## config.mk

```make
export PLATFORM = sky130hd
export DESIGN_NAME = lvds_capture_seq_flat
export DESIGN_NICKNAME = d
export VERILOG_FILES = /design/src/rtl/lvds_capture_pkg.sv /design/src/rtl/lvds_capture_seq_if.sv /design/src/rtl/lvds_capture_ctr.sv /design/src/rtl/lvds_capture_seq.sv /design/src/flat_wrapper.sv
export SDC_FILE = /design/constraint.sdc
export NUM_CORES = 1
export LEC_CHECK = 0
export CORE_MARGIN = 3
export CORE_UTILIZATION = 52
export DETAILED_ROUTE_END_ITERATION = 10
export GPL_TIMING_DRIVEN = 0
export PLACE_DENSITY_LB_ADDON = 0.25
export SETUP_SLACK_MARGIN = 0.2
export SLEW_MARGIN = 20
export SYNTH_ARGS = -nofsm -noshare
export SYNTH_HDL_FRONTEND = slang
export SYNTH_SLANG_ARGS = --single-unit
export TNS_END_PERCENT = 30
```

## constraint.sdc

```tcl
create_clock -name LVDS_CLK -period 2.4 [get_ports LVDS_CLK]
set_input_delay 0.24 -clock LVDS_CLK [delete_from_list [all_inputs] [get_ports LVDS_CLK]]
set_output_delay 0.24 -clock LVDS_CLK [all_outputs]
set_load 0.02 [all_outputs]
```

## src/rtl/lvds_capture_pkg.sv

```systemverilog
// Shared types and helpers for the LVDS capture sequencer: state encoding,
// frame counter width and the frame-length clamp.
package lvds_capture_pkg;

  typedef enum logic [1:0] {
    ST_IDLE    = 2'd0,
    ST_SETTLE  = 2'd1,
    ST_CAPTURE = 2'd2,
    ST_DONE    = 2'd3
  } state_t;

  localparam int FRAME_CNT_W = 16;

  // A zero or oversized request means "fill the whole buffer".
  function automatic int unsigned eff_len(input int unsigned len, input int unsigned depth);
    return (len == 0 || len > depth) ? depth : len;
  endfunction

endpackage

```

## src/rtl/lvds_capture_seq_if.sv

```systemverilog
// Write port of the external dual-port capture buffer; the sequencer is the
// master, the buffer (or a monitor) is the slave.
interface lvds_capture_seq_if #(
  parameter int NUM_CH = 4,
  parameter int ADDR_W = 9
);
  logic [ADDR_W-1:0] wr_addr;
  logic [NUM_CH-1:0] wr_data;
  logic              wr_en;

  modport master (output wr_addr, wr_data, wr_en);
  modport slave  (input  wr_addr, wr_data, wr_en);
endinterface

```

## src/rtl/lvds_capture_ctr.sv

```systemverilog
// Loadable up-counter with a terminal-count flag; used for settle time,
// write address and (optionally) decimation.
module lvds_capture_ctr #(
  parameter int W = 8
) (
  input  logic         clk,
  input  logic         rst_n,
  input  logic         load,
  input  logic         en,
  input  logic [W-1:0] load_val,
  input  logic [W-1:0] term,
  output logic [W-1:0] count,
  output logic         tc
);

  // NOTE: state registers use non-blocking assignments so every flop samples
  // the pre-edge values regardless of block evaluation order.
  always_ff @(posedge clk or negedge rst_n) begin
    if (!rst_n)    count <= '0;
    else if (load) count <= load_val;
    else if (en)   count <= count + W'(1);
  end

  assign tc = (count == term);

endmodule

```

## src/rtl/lvds_capture_seq.sv

```systemverilog
// LVDS capture sequencer: drives the P12 select switches, waits a settle time,
// then writes frames of LVDS samples into the capture buffer. Optional
// decimation is enabled by defining LVDS_CAPTURE_DECIM_EN.
module lvds_capture_seq
  import lvds_capture_pkg::*;
#(
  parameter  int NUM_CH        = 4,
  parameter  int DEPTH         = 512,
  parameter  int SETTLE_CYCLES = 8,
  localparam int ADDR_W        = $clog2(DEPTH)
) (
  input  logic                   LVDS_CLK,
  input  logic                   LVDS_RESETN,
  input  logic [NUM_CH-1:0]      LVDS_IN,
  input  logic                   start,
  input  logic                   abort,
  input  logic                   cont,
  input  logic [ADDR_W:0]        len,
`ifdef LVDS_CAPTURE_DECIM_EN
  input  logic [7:0]             decim,
`endif
  lvds_capture_seq_if.master     wr,
  output logic                   busy,
  output logic                   done,
  output logic [FRAME_CNT_W-1:0] frame_cnt,
  output logic                   P12_SEL1,
  output logic                   P12_SEL3
);

  localparam logic [7:0] SETTLE_LAST = 8'(SETTLE_CYCLES - 1);

  state_t            state;
  logic              cont_q;
  logic [ADDR_W-1:0] last_addr;
  logic [7:0]        settle_cnt;
  logic              settle_tc;
  logic [ADDR_W-1:0] addr_cnt;
  logic              addr_tc;
  logic              wr_now;
  logic              unused_cnt;

  lvds_capture_ctr #(.W(8)) u_settle (
    .clk(LVDS_CLK), .rst_n(LVDS_RESETN),
    .load(state != ST_SETTLE), .en(1'b1), .load_val('0), .term(SETTLE_LAST),
    .count(settle_cnt), .tc(settle_tc)
  );

  // Held at zero outside CAPTURE so each frame (including continuous
  // re-entry from DONE) starts at address 0.
  lvds_capture_ctr #(.W(ADDR_W)) u_addr (
    .clk(LVDS_CLK), .rst_n(LVDS_RESETN),
    .load(state != ST_CAPTURE), .en(wr_now), .load_val('0), .term(last_addr),
    .count(addr_cnt), .tc(addr_tc)
  );

`ifdef LVDS_CAPTURE_DECIM_EN
  logic [7:0] decim_q;
  logic [7:0] decim_cnt;
  logic       decim_tc;

  // Writes land on the (decim+1)th CAPTURE cycle, then the phase restarts.
  lvds_capture_ctr #(.W(8)) u_decim (
    .clk(LVDS_CLK), .rst_n(LVDS_RESETN),
    .load(state != ST_CAPTURE || decim_tc), .en(1'b1), .load_val('0), .term(decim_q),
    .count(decim_cnt), .tc(decim_tc)
  );

  assign wr_now     = (state == ST_CAPTURE) && decim_tc;
  assign unused_cnt = ^{settle_cnt, decim_cnt};
`else
  assign wr_now     = (state == ST_CAPTURE);
  assign unused_cnt = ^settle_cnt;
`endif

  always_ff @(posedge LVDS_CLK or negedge LVDS_RESETN) begin
    if (!LVDS_RESETN) begin
      state      <= ST_IDLE;
      cont_q     <= 1'b0;
      last_addr  <= '0;
`ifdef LVDS_CAPTURE_DECIM_EN
      decim_q    <= '0;
`endif
      wr.wr_addr <= '0;
      wr.wr_data <= '0;
      wr.wr_en   <= 1'b0;
      busy       <= 1'b0;
      done       <= 1'b0;
      frame_cnt  <= '0;
      P12_SEL1   <= 1'b0;
      P12_SEL3   <= 1'b0;
    end else begin
      wr.wr_data <= LVDS_IN;
      wr.wr_en   <= 1'b0;
      done       <= 1'b0;
      // Abort outranks every transition, so DONE's pulse and count are skipped.
      if (abort && state != ST_IDLE) begin
        state    <= ST_IDLE;
        busy     <= 1'b0;
        P12_SEL1 <= 1'b0;
        P12_SEL3 <= 1'b0;
      end else begin
        busy     <= (state != ST_IDLE);
        P12_SEL1 <= (state != ST_IDLE);
        P12_SEL3 <= (state != ST_IDLE);
        case (state)
          ST_IDLE: begin
            if (start && !abort) begin
              cont_q    <= cont;
              last_addr <= ADDR_W'(eff_len(32'(len), DEPTH) - 1);
`ifdef LVDS_CAPTURE_DECIM_EN
              decim_q   <= decim;
`endif
              frame_cnt <= '0;
              state     <= ST_SETTLE;
            end
          end
          ST_SETTLE: begin
            if (settle_tc) state <= ST_CAPTURE;
          end
          ST_CAPTURE: begin
            if (wr_now) begin
              wr.wr_en   <= 1'b1;
              wr.wr_addr <= addr_cnt;
              if (addr_tc) state <= ST_DONE;
            end
          end
          ST_DONE: begin
            done      <= 1'b1;
            frame_cnt <= frame_cnt + FRAME_CNT_W'(1);
            state     <= cont_q ? ST_CAPTURE : ST_IDLE;
          end
          default: state <= ST_IDLE;
        endcase
      end
    end
  end

endmodule

```

## src/flat_wrapper.sv

```systemverilog
// flat-port wrapper written by rule: the top's interface ports become plain ports
module lvds_capture_seq_flat import lvds_capture_pkg::*;
#(
  parameter  int NUM_CH        = 4,
  parameter  int DEPTH         = 512,
  parameter  int SETTLE_CYCLES = 8,
  localparam int ADDR_W        = $clog2(DEPTH)
)
  (LVDS_CLK, LVDS_RESETN, LVDS_IN, start, abort, cont, len, busy, done, frame_cnt, P12_SEL1, P12_SEL3, wr_wr_addr, wr_wr_data, wr_wr_en);
  lvds_capture_seq_if #(.NUM_CH(NUM_CH), .ADDR_W((9))) wr_i ();
  input  logic LVDS_CLK;
  input  logic LVDS_RESETN;
  input  logic [NUM_CH-1:0] LVDS_IN;
  input  logic start;
  input  logic abort;
  input  logic cont;
  input  logic [ADDR_W:0] len;
  output logic busy;
  output logic done;
  output logic [FRAME_CNT_W-1:0] frame_cnt;
  output logic P12_SEL1;
  output logic P12_SEL3;
  output wire logic [$bits(wr_i.wr_addr)-1:0] wr_wr_addr;
  output wire logic [$bits(wr_i.wr_data)-1:0] wr_wr_data;
  output wire logic [$bits(wr_i.wr_en)-1:0] wr_wr_en;
  assign wr_wr_addr = wr_i.wr_addr;
  assign wr_wr_data = wr_i.wr_data;
  assign wr_wr_en = wr_i.wr_en;
  lvds_capture_seq #(.NUM_CH(NUM_CH), .DEPTH(DEPTH), .SETTLE_CYCLES(SETTLE_CYCLES)) u_core (.LVDS_CLK(LVDS_CLK), .LVDS_RESETN(LVDS_RESETN), .LVDS_IN(LVDS_IN), .start(start), .abort(abort), .cont(cont), .len(len), .wr(wr_i), .busy(busy), .done(done), .frame_cnt(frame_cnt), .P12_SEL1(P12_SEL1), .P12_SEL3(P12_SEL3));
endmodule
```

==> results.py, run 1 <==
metrics = {
    "outcome": {
        "outcome": "completed",
    },
    "placed_design": {
        "pre_cts_slack_ns": 0.0808,
        "io_buffer_count": 51,
        "dp_hpwl_um": 3940,
        "placedCellCount": 400,
        "place_congestion": 0.824,
    },
    "synthesis": {
        "synthesis.instances": 278,
        "yosys_warnings": 0,
        "synthFlopType": "dfrtp_1",
        "synth-edff-count": 0,
        "yosysTopAreaCellShare_pct": 53.1,
        "synth_top_area_cell": "dfrtp_1",
        "yosysMostFrequentCell": "dfrtp_1",
        "yosys-top-cells-count": "61 x dfrtp_1, 38 x nor2_1, 23 x nand2_1",
        "synth_seq_area_share_pct": 53.1,
        "synth_area_leaders": "dfrtp_1 53%, xor2_1 5.8%, nor2_1 5.0%",
        "synth_cell_types": 40,
        "ys_ff_latch": 61,
        "synth-async-reset-ratio_pct": 100,
        "synthesis.nets": 301,
        "syn_area_um2": 2880,
        "synth_area_per_cell_um2": 10.3,
    },
    "floorplan": {
        "io_pins": 53,
        "dieWidth_um": 80.4,
        "rows": 26,
        "start_util_pct": 54.9,
        "dieArea_um2": 6460,
        "die_y_um": 80.4,
        "core_area_um2": 5240,
    },
    "sta": {
        "setup_viol": 0,
        "fmax_mhz": 528,
        "drv_slew": 0,
        "rsz0062_at_grt": "false",
        "finalSetupTns_ns": 0,
        "fin_crit_ns": 1.89,
        "timing.slew.headroom_pct": 59.6,
        "min_period_over_period_pct": 79.0,
        "final_hold_viol_count": 0,
        "tightest_slew_ns": 0.601,
        "skew_ns": 0.00503,
        "hold_ws_ns": 0.235,
        "setup_slack_ns": 0.505,
    },
    "worst_setup_path": {
        "path_max_fanout": 9,
        "cp-end-kind": "register",
        "required_ns": 2.61,
        "setup.worst_path.class": "reg -> reg",
        "arrival_ns": 2.10,
        "crit_path_start_kind": "register",
    },
    "grt": {
        "grtUsageTotal_pct": 19.4,
        "grt_pass1_vias": 2131,
        "grt_pass1_wl_um": 9470,
        "grt_overflow": 0,
        "antenna_found_initial": 0,
        "grt_max_degree": 60,
    },
    "flow_run": {
        "cap_violations": 0,
    },
    "route": {
        "first_pass_iters": 4,
        "drc": 0,
        "vias_per_cell": 5.28,
        "vias": 2202,
        "ant_nets": 0,
        "drtIter0Drc": 101,
        "wl_per_cell_um": 13.2,
        "drt_wl_total_um": 5490,
    },
    "clock_tree": {
        "cts_buffer_depth": 2,
        "clkSinkCount": 61,
        "clk_latency_ns": 0.34,
        "numCtsBuffers": 9,
        "cts-htree-levels": 3,
        "clkTransAtPathRegs_ns": 0.07,
        "cts_tree": "built",
        "cts_root_buffer": "clkbuf_8",
    },
    "power": {
        "powerDensity_nw_per_um2": 737,
        "p_leak_uw": 0.00160,
        "total_power_uw": 2750,
        "peakVddDrop_mv": 0.517,
    },
    "final_layout": {
        "fin_cells": 417,
        "nFillCells": 413,
        "num-nets-final": 365,
        "diodes": 0,
        "drive_above_1_share_pct": 10.4,
        "synthToLayoutAreaGrowth_pct": 29.4,
        "register_area_um2": 1530,
        "multi_input_area_um2": 1270,
    },
    "min_path": {
        "hold_path.class": "in -> async",
    },
}
## stage by stage
| stage | instance area [µm²] | utilization, % |
|---|---|---|
| floorplan | 2880 | - |
| global placement | 3470 | 66.3 |
| detailed placement | 3500 | 66.8 |
| CTS | 3720 | 71.0 |
| global route | 3720 | 71.1 |
| finish | 3720 | 71.1 |
## cell families after synthesis
| kind of cell | share of synthesized area (%) |
|---|---|
| AO/OA/AOI/OAI | 7.18 |
| XOR/XNOR | 9.13 |
| adder cells (fa/ha/maj) | 1.74 |
| buffers and inverters | 3.13 |
| flip-flops | 53.1 |
| multiplexers | 5.65 |
| AND/OR/NAND/NOR | 20.1 |
## state kept, by name, indices dropped and copies added, names as in the netlist
signal	count
u_core.last_addr	9
u_core.done	1
u_core.cont_q	1
u_core.state	2
u_core.frame_cnt	16
u_core.u_settle.count	8
u_core.wr.wr_addr	9
u_core.busy	1
u_core.wr.wr_data	4
u_core.u_addr.count	9
u_core.wr.wr_en	1
## where the power goes
| group | switching [µW] | internal (µW) |
|---|---|---|
| Sequential | 95.4 | 1150 |
| Combinational | 287 | 249 |
| Clock | 382 | 580 |
## path summary, 6_finish.rpt
check                                         startpoint                       end  slack [ns]  cells past startpoint
worst max-delay path                     u_core.state[1]      u_core.frame_cnt[10]        0.51                      6
worst min-delay path                         LVDS_RESETN      u_core.wr.wr_data[1]        0.23                      2
worst max register to register           u_core.state[1]      u_core.frame_cnt[10]        0.51                      6
worst min register to register  u_core.u_settle.count[0]  u_core.u_settle.count[0]        0.46                      1
max in group asynchronous                    LVDS_RESETN       u_core.last_addr[7]        1.71                      3
min in group LVDS_CLK                         LVDS_IN[1]      u_core.wr.wr_data[1]        0.34                      1
## area by class of cell
type	instances	area share [%]
plain buffers	13	1.82
clock buffers	11	3.53
clock inverters	5	2.02
inverters	6	0.605
multi-input cells	198	34.0
flip-flops and latches	61	41.0
well taps	70	2.35
repair buffers	53	14.7
## routing by layer
metal,vias to the layer above,global-route usage (%),share of wire [%]
met5,-,0,0
li1,1089,-,-
met2,37,30.7,48
met3,12,5.83,4.1
met4,0,10.3,2.4
met1,1064,23.8,46
## cells in the final DEF, fill, tap and decap left out, types with 7 or more instances in the layout
| cell | instances |
|---|---|
| xor2_1 | 19 |
| mux2_2 | 10 |
| a21oi_1 | 11 |
| xnor2_1 | 11 |
| clkbuf_1 | 9 |
| nand2_1 | 23 |
| clkbuf_8 | 9 |
| nor2_1 | 38 |
| clkdlybuf4s50_1 | 50 |
| dfrtp_1 | 61 |
| o21ai_0 | 10 |
| nand3_1 | 12 |
| nor3_1 | 7 |
## critical path: stages, from the launching register on
cell       delay (ns)
dfrtp_1          0.35
buf_2            0.17
or4b_1           0.50
buf_2            0.18
a2111oi_4        0.35
xnor2_1          0.18
nor2_2           0.04
## what timing repair did
action	CTS	global route
setup buffers	0	0
setup endpoints to repair	0	1
gates resized for setup	0	1
endpoints found under the hold margin	61	0
hold buffers	1	0
Note: power is estimated with default switching activity, not from simulation.
==> run 2: changes to the inputs <==
==> constraint.sdc (replaced) <==
create_clock -name LVDS_CLK -period 1.76 [get_ports LVDS_CLK]
set_input_delay 0.176 -clock LVDS_CLK [delete_from_list [all_inputs] [get_ports LVDS_CLK]]
set_output_delay 0.176 -clock LVDS_CLK [all_outputs]
set_load 0.02 [all_outputs]
==> run 2 against run 1 <==
  * The flow now finishes with violations (negative setup slack)
  * Cell area rose by 6.7%
  * Global-route usage rose by 0.70 points
  * First-iteration DRC count rose by 80%
  * Clock power rose by 26%
  * Worst setup slack got worse by 0.55 ns
  * Sequential share of layout area fell by 2.5 points
  * Clock skew rose by 0.0036 ns
  * Final cell count rose by 3.1%
  * Critical path depth did not move
  * Utilization rose by 4.7 points
  * Via count rose by 5.7%
==> results.py, run 2 (synthesis gave the netlist of run 1 again) <==
metrics = {
    "outcome": {
        "outcome": "finished, violations left",
        "violations": "negative setup slack",
    },
    "sta": {
        "setup_viol": 1,
        "setup_slack_ns": -0.0425,
        "skew_ns": 0.00864,
        "tightest_slew_ns": 0.426,
        "timing.slew.headroom_pct": 71.6,
        "fmax_mhz": 555,
        "rsz0062_at_grt": "true",
        "fin_crit_ns": 1.80,
        "final_hold_viol_count": 0,
        "drv_slew": 0,
        "min_period_over_period_pct": 102,
    },
    "floorplan": {
        "io_pins": 53,
        "rows": 26,
        "dieArea_um2": 6460,
        "die_y_um": 80.4,
        "dieWidth_um": 80.4,
        "core_area_um2": 5240,
        "start_util_pct": 54.9,
    },
    "power": {
        "peakVddDrop_mv": 0.612,
        "powerDensity_nw_per_um2": 976,
        "combPwrFrac_pct": 24.6,
        "p_clk_share_pct": 31.3,
        "internal-power_uw": 2770,
        "p_leak_uw": 0.00184,
        "power_frac_seq_pct": 44.1,
        "total_power_uw": 3880,
        "swShare_pct": 28.4,
        "p_sw_uw": 1100,
    },
    "worst_setup_path": {
        "reg2reg_from": "u_core.state[1]",
        "reg2reg_slack_ns": -0.04,
        "setup.worst_path.class": "reg -> reg",
        "reg2reg_to": "u_core.frame_cnt[10]",
        "path_max_fanout": 3,
        "crit_path_start_kind": "register",
        "arrival_ns": 2.01,
        "required_ns": 1.97,
        "cp-end-kind": "register",
        "reg2reg_depth": 6,
    },
    "placed_design": {
        "dp_hpwl_um": 4130,
        "io_buffer_count": 51,
        "pre_cts_slack_ns": -0.557,
        "place_congestion": 0.820,
        "placedCellCount": 400,
    },
    "clock_tree": {
        "clk_latency_ns": 0.33,
        "cts_root_buffer": "clkbuf_8",
        "cts_tree": "built",
        "clkTransAtPathRegs_ns": 0.06,
        "cts-htree-levels": 3,
        "numCtsBuffers": 9,
        "cts_buffer_depth": 2,
        "clkSinkCount": 61,
    },
    "grt": {
        "grt_pass1_vias": 2243,
        "grt_pass1_wl_um": 10000,
        "grtUsageTotal_pct": 20.1,
        "grt_max_degree": 38,
        "antenna_found_initial": 0,
        "grt_overflow": 0,
    },
    "route": {
        "vias": 2328,
        "drc": 0,
        "ant_nets": 0,
        "vias_per_cell": 5.41,
        "wl_per_cell_um": 15.0,
        "drt_wl_total_um": 6430,
        "drtIter0Drc": 182,
        "first_pass_iters": 4,
    },
    "final_layout": {
        "layout_commonest_cell": "dfrtp_1",
        "diodes": 0,
        "fin_cells": 430,
        "mostFrequentLayoutCells": "59 x dfrtp_1, 37 x clkdlybuf4s50_1, 36 x nor2_1",
        "num-nets-final": 379,
        "largest_reg_flops": 16,
        "top_register": "u_core.frame_cnt",
        "synthToLayoutAreaGrowth_pct": 38.0,
        "drive_above_1_share_pct": 19.7,
    },
    "flow_run": {
        "cap_violations": 0,
    },
    "min_path": {
        "hold_path.class": "in -> reg",
        "min_to": "u_core.wr.wr_data[1]",
        "hp-start": "LVDS_IN[1]",
        "min_path_cells": 1,
    },
}
[run 2: changes by cell type in the layout (fill, tap and decap cells not counted), moves of 4 or more]
cell	delta
dlygate4sd2_1	+6
buf_6	+5
clkbuf_1	-4
clkdlybuf4s50_1	-13
dlymetal6s2s_1	+5
buf_4	+14
[run 2: stage by stage]
step	util (%)	instance area, µm²	setup TNS, ns	hold WS, ns
after floorplan	-	2900	0	-0.120
after global placement	66.8	3500	-91.06	0.439
after detailed placement	67.1	3520	-8.48	0.0978
after CTS	72.5	3800	-0.0410	0.276
after global routing	75.8	3970	-0.220	0.273
final	75.8	3970	-0.0425	0.281
[run 2: worst max-delay path, stage by stage (launching register included)]
cell and delay (ns):
dfrtp_1 0.37, buf_6 0.13, or4b_4 0.52, buf_6 0.14, a2111oi_4 0.29, xnor2_1 0.19
nor2_2 0.04
[run 2: layout make-up]
type | instances | area, µm²
fill | 346 | 1270
clock buffer | 14 | 163
buffer | 13 | 114
sequential | 61 | 1530
timing repair buffer | 67 | 659
inverter | 6 | 22.5
tap | 70 | 87.6
multi-input combinational | 198 | 1370
clock inverter | 1 | 30.0
[run 2: routing by layer]
metal	track usage, %	vias to the layer above	routed length (µm)
met5	0	-	0
met4	9.97	0	155
met3	4.48	19	305
met2	32.7	61	3220
met1	25.2	1126	2750
li1	-	1122	-
[run 2: power by group through the flow]
stage	clock, µW	sequential (µW)	combinational, µW
2_1_floorplan	0	1750	434
3_3_place_gp	0	1730	723
3_5_place_dp	0	1730	750
4_1_cts	1230	1700	837
5_1_grt	1290	1730	1040
6_report	1210	1710	952
[run 2: timing repair]
item | 4_1_cts | 5_1_grt
endpoints found under the hold margin | 24 | 0
endpoints found under the setup margin | 39 | 38
pin swaps | 2 | 13
gates resized for setup | 18 | 38
cloned | 0 | 1
setup buffers | 6 | 7
hold buffers | 1 | 0
[run 2: how the worst max path moves through the flow]
stage                                 to  slack, ns             from  cells after the start
detailed placement  u_core.frame_cnt[14]      -0.56            abort                      5
floorplan           u_core.frame_cnt[14]       0.02  u_core.state[0]                      5
global placement     u_core.frame_cnt[0]      -1.60      LVDS_RESETN                      1
CTS                 u_core.frame_cnt[10]      -0.03  u_core.state[1]                      6
global route        u_core.frame_cnt[10]      -0.09  u_core.state[1]                      6
finish              u_core.frame_cnt[10]      -0.04  u_core.state[1]                      6
==> run 3: changes to the inputs <==
--- a/config.mk
+++ b/config.mk
@@ -5,8 +5,9 @@
 export SDC_FILE = /design/constraint.sdc
 export NUM_CORES = 1
 export LEC_CHECK = 0
+export ABC_AREA = 1
 export CORE_MARGIN = 3
-export CORE_UTILIZATION = 52
+export CORE_UTILIZATION = 53
 export DETAILED_ROUTE_END_ITERATION = 10
 export GPL_TIMING_DRIVEN = 0
 export PLACE_DENSITY_LB_ADDON = 0.25
==> run 3 against run 2 <==
  * The flow now finishes without violations
  * Via count rose by 13%
  * Critical path depth fell by 5
  * Sequential share of layout area fell by 1.0 points
  * Die area rose by 5.3%
  * Synthesized cell count rose by 29%
  * Combinational power rose by 42%
  * Clock power fell by 12%
  * Utilization fell by 2.5 points
  * Worst setup slack improved by 0.25 ns
  * Critical path type is now reg -> out
  * Largest cell class unchanged
  * Largest power group unchanged
==> results.py, run 3 <==
metrics = {
    "synthesis": {
        "syn_area_um2": 3100,
        "synth-edff-count": 0,
        "synth_cell_types": 46,
        "ys_ff_latch": 61,
        "synth_seq_area_share_pct": 49.3,
        "synthesis.nets": 382,
        "synth-async-reset-ratio_pct": 100,
        "yosys_warnings": 0,
        "yosys-top-cells-count": "77 x nand2_1, 61 x dfrtp_1, 38 x inv_1",
        "yosysMostFrequentCell": "nand2_1",
        "synthFlopType": "dfrtp_1",
        "synth_area_per_cell_um2": 8.63,
        "synth_area_leaders": "dfrtp_1 49%, nand2_1 9.3%, inv_1 4.6%",
        "yosysTopAreaCellShare_pct": 49.3,
        "synth_top_area_cell": "dfrtp_1",
        "synthesis.instances": 359,
    },
    "sta": {
        "skew_ns": 0.00792,
        "tightest_slew_ns": 0.400,
        "fin_crit_ns": 1.56,
        "timing.slew.headroom_pct": 73.2,
        "min_period_over_period_pct": 88.5,
        "rsz0062_at_grt": "true",
        "final_hold_viol_count": 0,
        "fmax_mhz": 642,
        "drv_slew": 0,
        "finalSetupTns_ns": 0,
        "setup_viol": 0,
    },
    "flow_run": {
        "cap_violations": 0,
    },
    "floorplan": {
        "core_area_um2": 5570,
        "dieWidth_um": 82.5,
        "io_pins": 53,
        "start_util_pct": 55.6,
        "die_y_um": 82.5,
        "rows": 27,
        "dieArea_um2": 6800,
    },
    "worst_setup_path": {
        "path_max_fanout": 5,
        "crit_family": "buffers and inverters",
        "critPathSlowestCell": "clkdlybuf4s50_1",
        "cp-end-kind": "output port",
        "crit_buf_inv": 1,
        "path_cells": "clkdlybuf4s50_1",
        "cpPeakStageDelay_ns": 0.62,
        "arrival_ns": 1.38,
        "setup.worst_path.class": "reg -> out",
        "required_ns": 1.58,
        "crit_path_start_kind": "register",
    },
    "clock_tree": {
        "clkSinkCount": 61,
        "cts-htree-levels": 3,
        "clkTransAtPathRegs_ns": 0.06,
        "numCtsBuffers": 9,
        "clk_latency_ns": 0.34,
        "cts_buffer_depth": 2,
        "cts_tree": "built",
        "cts_root_buffer": "clkbuf_8",
    },
    "final_layout": {
        "num-nets-final": 458,
        "diodes": 0,
        "largest_reg_flops": 16,
        "drive_above_1_share_pct": 21.8,
        "layout_commonest_cell": "nand2_1",
        "final_util_pct": 73.3,
        "top_register": "u_core.frame_cnt",
        "mostFrequentLayoutCells": "72 x nand2_1, 56 x dfrtp_1, 39 x clkdlybuf4s50_1",
        "design_area_um2": 4090,
        "fin_cells": 512,
        "synthToLayoutAreaGrowth_pct": 31.9,
    },
    "placed_design": {
        "io_buffer_count": 52,
        "dpl_cell_area_um2": 3740,
        "dp_hpwl_um": 4660,
        "placedCellCount": 484,
        "place_congestion": 0.866,
    },
    "route": {
        "vias": 2631,
        "ant_nets": 0,
        "first_pass_iters": 4,
        "drt_wl_total_um": 6630,
        "drtIter0Drc": 108,
        "vias_per_cell": 5.14,
        "drc": 0,
        "wl_per_cell_um": 12.9,
    },
    "grt": {
        "grt_pass1_wl_um": 11000,
        "antenna_found_initial": 0,
        "grtUsageTotal_pct": 21.5,
        "grt_pass1_vias": 2477,
        "grt_overflow": 0,
        "grt_max_degree": 51,
    },
    "power": {
        "powerDensity_nw_per_um2": 1050,
        "total_power_uw": 4290,
        "p_leak_uw": 0.00203,
        "peakVddDrop_mv": 0.702,
    },
    "outcome": {
        "outcome": "completed",
    },
    "min_path": {
        "hold_path.class": "in -> reg",
    },
}
## run 3: report_power, final
group | switching [µW] | total, µW | internal [µW] | leakage [µW]
Sequential | 220 | 1880 | 1660 | 0.000809
Clock | 509 | 1060 | 547 | 0.0000844
Combinational | 766 | 1350 | 588 | 0.00113
## run 3: final timing paths
kind / startpoint / to / slack [ns] / cells past startpoint
worst min register to register: u_core.u_settle.count[0] / u_core.u_settle.count[0] / 0.46 / 1
worst max register to register: u_core.frame_cnt[1] / u_core.frame_cnt[10] / 0.22 / 7
min in group asynchronous: LVDS_RESETN / u_core.u_settle.count[7] / 0.23 / 2
worst max-delay path: u_core.frame_cnt[2] / frame_cnt[2] / 0.20 / 1
max in group asynchronous: LVDS_RESETN / u_core.frame_cnt[3] / 1.03 / 3
worst min-delay path: len[0] / u_core.last_addr[0] / 0.18 / 4
## run 3: timing repair
item | in CTS | in global routing
endpoints found under the hold margin | 61 | 0
endpoints found under the setup margin | 19 | 39
resized for setup | 17 | 39
pin swaps | 3 | 22
hold buffers | 1 | 0
setup buffers | 3 | 8
## run 3: per-layer routing
metal | track usage (%) | up-vias | routed length [µm]
met4 | 7.64 | 0 | 47
met5 | 0 | - | 0
met2 | 34.5 | 56 | 3260
met3 | 6.18 | 5 | 291
met1 | 27.7 | 1239 | 3030
li1 | - | 1331 | -
## run 3: cell families (layout without fill, tap and decap cells)
logic type / count (synthesis) / after routing / synth area share, %
muxes: 1 / 1 / 0.363
buffers and inverters: 53 / 134 / 7.55
DFF: 61 / 61 / 49.3
adders and majority gates: 4 / 4 / 1.61
and+or+nand+nor: 171 / 171 / 27.0
AOI/OAI and AO/OA: 62 / 62 / 12.2
xor gates and xnor gates: 7 / 7 / 1.98
## run 3: final cells by class
cell class,instances,area (µm²)
tap,72,90.1
fill,429,1490
multi-input combinational,245,1440
buffer,6,50.0
inverter,47,186
sequential,61,1530
clock buffer,14,153
timing repair buffer,65,623
clock inverter,2,10.0
## run 3: worst register-to-register path, stage by stage (launching register included)
cell and delay (ns):
dfrtp_1 0.41, ha_2 0.24, nand2_4 0.07, nor2_4 0.15, nand3_2 0.11, nor2_2 0.13, nand2_2 0.08, o221a_1 0.25
## run 3: through the flow
step,setup slack [ns],hold WS (ns)
after floorplan,0.169,-0.120
after global placement,-1.67,0.443
after detailed placement,-0.545,0.0406
after CTS,0.160,0.229
after global routing,0.101,0.194
final,0.203,0.179
